<file path="config.mk">
export PLATFORM = sky130hd
export DESIGN_NAME = conseq_detect_ctrl
export DESIGN_NICKNAME = d
export VERILOG_FILES = /design/src/rtl/conseq_detect_ctrl.sv
export SDC_FILE = /design/constraint.sdc
export NUM_CORES = 1
export LEC_CHECK = 0
export CORE_MARGIN = 3
export CORE_UTILIZATION = 52
export CTS_BUF_LIST = sky130_fd_sc_hd__clkbuf_8
export CTS_CLUSTER_SIZE = 20
export DETAILED_ROUTE_END_ITERATION = 8
export PLACE_DENSITY = 0.94
export REMOVE_ABC_BUFFERS = 1
export SLEW_MARGIN = 20
export SYNTH_ARGS = -nofsm -noshare
export SYNTH_HDL_FRONTEND = slang
export SYNTH_SLANG_ARGS = --single-unit
</file>
<file path="constraint.sdc">
create_clock -name clk -period 2.75 [get_ports clk]
set_clock_uncertainty 0.2 [all_clocks]
set_input_delay 0.55 -clock clk [delete_from_list [all_inputs] [get_ports clk]]
set_output_delay 0.55 -clock clk [all_outputs]
set_load 0.05 [all_outputs]
</file>
<file path="src/rtl/conseq_detect_ctrl.sv">
// Round-robin sequencing controller for a serial consecutive-bit detector:
// clears the detector, shifts a frame in MSB first and returns the collected response word.
// Optional frame hit counter enabled by defining CONSEQ_DETECT_CTRL_HITS_EN.
module conseq_detect_ctrl #(
  parameter int WIDTH = 8
) (
  input  logic             clk,
  input  logic             reset_n,
  input  logic [1:0]       req,
  input  logic [WIDTH-1:0] data0,
  input  logic [WIDTH-1:0] data1,
  output logic [1:0]       gnt,
  output logic             busy,
  output logic             det_clr_n,
  output logic             det_x,
  input  logic             det_y,
  output logic             done,
  output logic             done_id,
  output logic [WIDTH-1:0] result
`ifdef CONSEQ_DETECT_CTRL_HITS_EN
  ,
  output logic [7:0]       hits
`endif
);

  localparam int CW = $clog2(WIDTH);
  localparam logic [CW-1:0] LAST = CW'(WIDTH - 1);

  typedef enum logic [2:0] {
    IDLE  = 3'd0,
    CLEAR = 3'd1,
    SHIFT = 3'd2,
    DRAIN = 3'd3,
    DONE  = 3'd4
  } state_t;

  state_t           state_r;
  logic [CW-1:0]    cnt_r;
  logic [WIDTH-1:0] shift_r;
  logic [WIDTH-1:0] result_r;
  logic             rr_r;
  logic             id_r;
  logic             done_r;
  logic             done_id_r;
  logic             win_s;
`ifdef CONSEQ_DETECT_CTRL_HITS_EN
  logic [7:0]       hits_r;
`endif

  // Arbitration: a lone requester always wins, otherwise the round-robin pointer decides
  always_comb begin
    win_s = 1'b0;
    case (req)
      2'b01:   win_s = 1'b0;
      2'b10:   win_s = 1'b1;
      2'b11:   win_s = rr_r;
      default: win_s = 1'b0;
    endcase
  end

  // Sequencer state, shift/collect datapath and registered status outputs
  always_ff @(posedge clk) begin
    if (!reset_n) begin
      state_r   <= IDLE;
      cnt_r     <= {CW{1'b0}};
      shift_r   <= {WIDTH{1'b0}};
      result_r  <= {WIDTH{1'b0}};
      rr_r      <= 1'b0;
      id_r      <= 1'b0;
      done_r    <= 1'b0;
      done_id_r <= 1'b0;
`ifdef CONSEQ_DETECT_CTRL_HITS_EN
      hits_r    <= 8'd0;
`endif
    end else begin
      done_r <= 1'b0;
      case (state_r)
        IDLE: begin
          if (req != 2'b00) begin
            state_r  <= CLEAR;
            id_r     <= win_s;
            rr_r     <= ~win_s;
            shift_r  <= win_s ? data1 : data0;
            result_r <= {WIDTH{1'b0}};
            cnt_r    <= {CW{1'b0}};
          end
        end
        CLEAR: begin
          state_r <= SHIFT;
        end
        SHIFT: begin
          shift_r <= {shift_r[WIDTH-2:0], 1'b0};
          // det_y lags det_x by one edge, so the first SHIFT cycle has nothing to collect
          if (cnt_r != {CW{1'b0}}) begin
            result_r <= {result_r[WIDTH-2:0], det_y};
          end
          if (cnt_r == LAST) begin
            state_r <= DRAIN;
          end else begin
            cnt_r <= cnt_r + CW'(1);
          end
        end
        DRAIN: begin
          result_r  <= {result_r[WIDTH-2:0], det_y};
          state_r   <= DONE;
          done_r    <= 1'b1;
          done_id_r <= id_r;
        end
        DONE: begin
          state_r <= IDLE;
`ifdef CONSEQ_DETECT_CTRL_HITS_EN
          if ((result_r != {WIDTH{1'b0}}) && (hits_r != 8'hFF)) begin
            hits_r <= hits_r + 8'd1;
          end
`endif
        end
        default: begin
          state_r <= IDLE;
        end
      endcase
    end
  end

  // Outputs decoded from registered state only
  always_comb begin
    gnt = 2'b00;
    if (state_r == CLEAR) begin
      gnt = id_r ? 2'b10 : 2'b01;
    end else begin
      gnt = 2'b00;
    end
    busy      = (state_r != IDLE);
    det_x     = (state_r == SHIFT) & shift_r[WIDTH-1];
    det_clr_n = reset_n & (state_r != CLEAR);
  end

  assign done    = done_r;
  assign done_id = done_id_r;
  assign result  = result_r;
`ifdef CONSEQ_DETECT_CTRL_HITS_EN
  assign hits    = hits_r;
`endif

endmodule
</file>
==> flow_metrics.tcl, run 1 <==
set metrics [dict create \
    synth_edf_count 0 \
    dieHeight_um 54.2 \
    antenna_found_initial 0 \
    mostFrequentLayoutCells "clkdlybuf4s50_1 (31), dfxtp_1 (26), nand2_1 (12)" \
    setup_viol 0 \
    hold_viol 0 \
    grt-ovfl-total 0 \
    synthArstFlopShare_pct 0 \
    viasPerCell 6.24 \
    grt_util_met1_pct 24.9 \
    dp_hpwl_um 2190 \
    vias 1191 \
    final_nets 189 \
    dieArea_um2 2940 \
    syn_inst 129 \
    grt_max_degree 22 \
    max_freq_ghz 0.382 \
    core_region_area_um2 2080 \
    p_leak_nw 0.642 \
    status "finished, final reports clean" \
    tightest_slew_ps 630 \
    gp_congestion 0.857 \
    min_period_ps 2610 \
    layout_commonest_cell "clkdlybuf4s50_1" \
    clk_latency_ps 270 \
    gr-usage-met2_pct 43.2 \
    synthFlopType "dfxtp_1" \
    maxCapViolCount 0 \
    io_buffer_count 35 \
    worstPathRequired_ps 2000 \
    antenna_left 0 \
    wire_per_inst_um 16.5 \
    die_w_um 54.2 \
    core.rowCount 16 \
    numClockSinks 26 \
    grt_util_met3_pct 6.54 \
    totalWireLength_um 3150 \
    synth.ff_latch_count 26 \
    clk_path_buf_depth 2 \
    htreeDepth 1 \
    diodes 0 \
    vdd_drop_max_mv 0.529 \
    dr.pass1.iters 5 \
    ys_seq_area_share_pct 43.0 \
    p_per_area_nw_per_um2 646 \
    path_max_fanout 6 \
    slew_headroom_pct 58.0 \
    min_period_over_period_pct 95.1 \
    worst_setup_path_start_kind "register" \
    synth_cell_types 34 \
    grt_first_pass_wirelength_um 4950 \
    slew_violations 0 \
    syn_area_um2 1210 \
    cts_resized 0 \
    nFillCells 144 \
    drive_gt1_share_pct 11.0 \
    post-route-drc-count 0 \
    cts_setup_buffers 0 \
    avgSynthCellArea_um2 9.38 \
    rsz0062_at_grt "no" \
    grt_pass1_vias 1148 \
    worst_hold_path_type "reg2reg" \
    arrival_ps 1860 \
    syn_to_final_growth_pct 35.9 \
    finalSetupTns_ps 0 \
    hold_buffers 0 \
    cts-root-buf "clkbuf_8" \
    yosysWarningCount 0 \
    path_class "reg2out" \
    timing.hold.ws_ps 270 \
    drt_iter0_drc 46 \
    cts_tree "built" \
    grt_util_all_layers_pct 23.4 \
    grt_most_used_layer "met2" \
    crit_path_end_kind "output port" \
    initial_utilization_pct 58.1 \
    cts_buffers 3 \
    cts.clk_slew.worst_paths_ps 90 \
    pin_count 36 \
]
power breakdown:
| part | switching (mW) | internal [mW] | leakage [nW] | total, mW |
|---|---|---|---|---|
| Sequential | 0.0374 | 0.415 | 0.212 | 0.452 |
| Combinational | 0.220 | 0.145 | 0.401 | 0.365 |
| Clock | 0.116 | 0.128 | 0.0288 | 0.244 |
cells by family (layout without fill, tap and decap cells):
group / count (synthesis) / count (layout) / share of synthesized area, %
xor gates and xnor gates: 1 / 1 / 0.724
AOI/OAI and AO/OA: 35 / 35 / 21.1
DFF: 26 / 26 / 43.0
muxes: 8 / 8 / 6.62
adders and majority gates: 3 / 3 / 3.10
buffers and inverters: 15 / 50 / 7.03
and+or+nand+nor: 41 / 41 / 18.4
worst paths after layout:
check | start | slack, ps | to | depth (start not counted)
max reg2reg | state_r[0] | 800 | result[6] | 4
min reg2reg | result[7] | 270 | result[7] | 2
min | result[7] | 270 | result[7] | 2
max | state_r[2] | 140 | busy | 3
cells in the mapped netlist, types with 2 or more instances:
| cell | instances | share of area (%) |
|---|---|---|
| ha_1 | 3 | 3.1 |
| a32o_1 | 2 | 1.7 |
| nor3_1 | 5 | 2.1 |
| nand4_1 | 8 | 4.1 |
| buf_2 | 2 | 0.83 |
| mux2i_1 | 8 | 6.6 |
| o21ai_0 | 10 | 4.1 |
| buf_6 | 3 | 2.8 |
| inv_1 | 6 | 1.9 |
| a21oi_1 | 2 | 0.83 |
| clkbuf_1 | 2 | 0.62 |
| nand3_1 | 2 | 0.83 |
| dfxtp_1 | 26 | 43 |
| nor2_1 | 6 | 1.9 |
| o22ai_1 | 7 | 3.6 |
| nor2b_1 | 2 | 1.0 |
| nand2_1 | 12 | 3.7 |
| a32oi_1 | 7 | 5.1 |
registers in the layout (all words and copies together) (netlist names):
signal   cells
cnt_r        3
done         1
done_id      1
id_r         1
result       8
rr_r         1
shift_r      8
state_r      3
metal layers:
metal  routed length (µm)  share of wire [%]
met2                 1650                 52
met1                 1090                 35
met5                    0                  0
met3                  306                9.7
met4                   98                3.1
final cells by class:
type | count | area [µm²] | share of cell area (%)
clock buffers | 4 | 55.1 | 3.35
inverters | 6 | 22.5 | 1.37
multi-input cells | 88 | 609 | 37.1
flip-flops and latches | 26 | 520 | 31.7
well taps | 27 | 33.8 | 2.05
repair buffers | 40 | 403 | 24.5
worst max-delay path, cell delays in order (launching register included):
cell and delay [ps]:
dfxtp_1 560, nor3_2 140, inv_1 90, clkdlybuf4s50_1 800
through the flow:
step / area, µm² / worst slack [ps] / cells / utilization [%] / total power, mW
after floorplan: 1150 / 510 / 120 / - / 0.672
after global placement: 1580 / 439 / 187 / 76.1 / 0.788
after detailed placement: 1580 / 377 / 187 / 76.1 / 0.807
after CTS: 1640 / 34.7 / 191 / 78.7 / 1.05
after global routing: 1640 / 78.8 / 191 / 79.0 / 1.10
final: 1640 / 135 / 191 / 79.0 / 1.06
(Power assumes the default switching activity.)
==> run 2: changes to the inputs <==
--- a/config.mk
+++ b/config.mk
@@ -5,6 +5,7 @@
 export SDC_FILE = /design/constraint.sdc
 export NUM_CORES = 1
 export LEC_CHECK = 0
+export CAP_MARGIN = 20
 export CORE_MARGIN = 3
 export CORE_UTILIZATION = 52
 export CTS_BUF_LIST = sky130_fd_sc_hd__clkbuf_8
==> results of run 2 <==
Same layout as run 1: the final DEF is identical, and so are final timing and power.
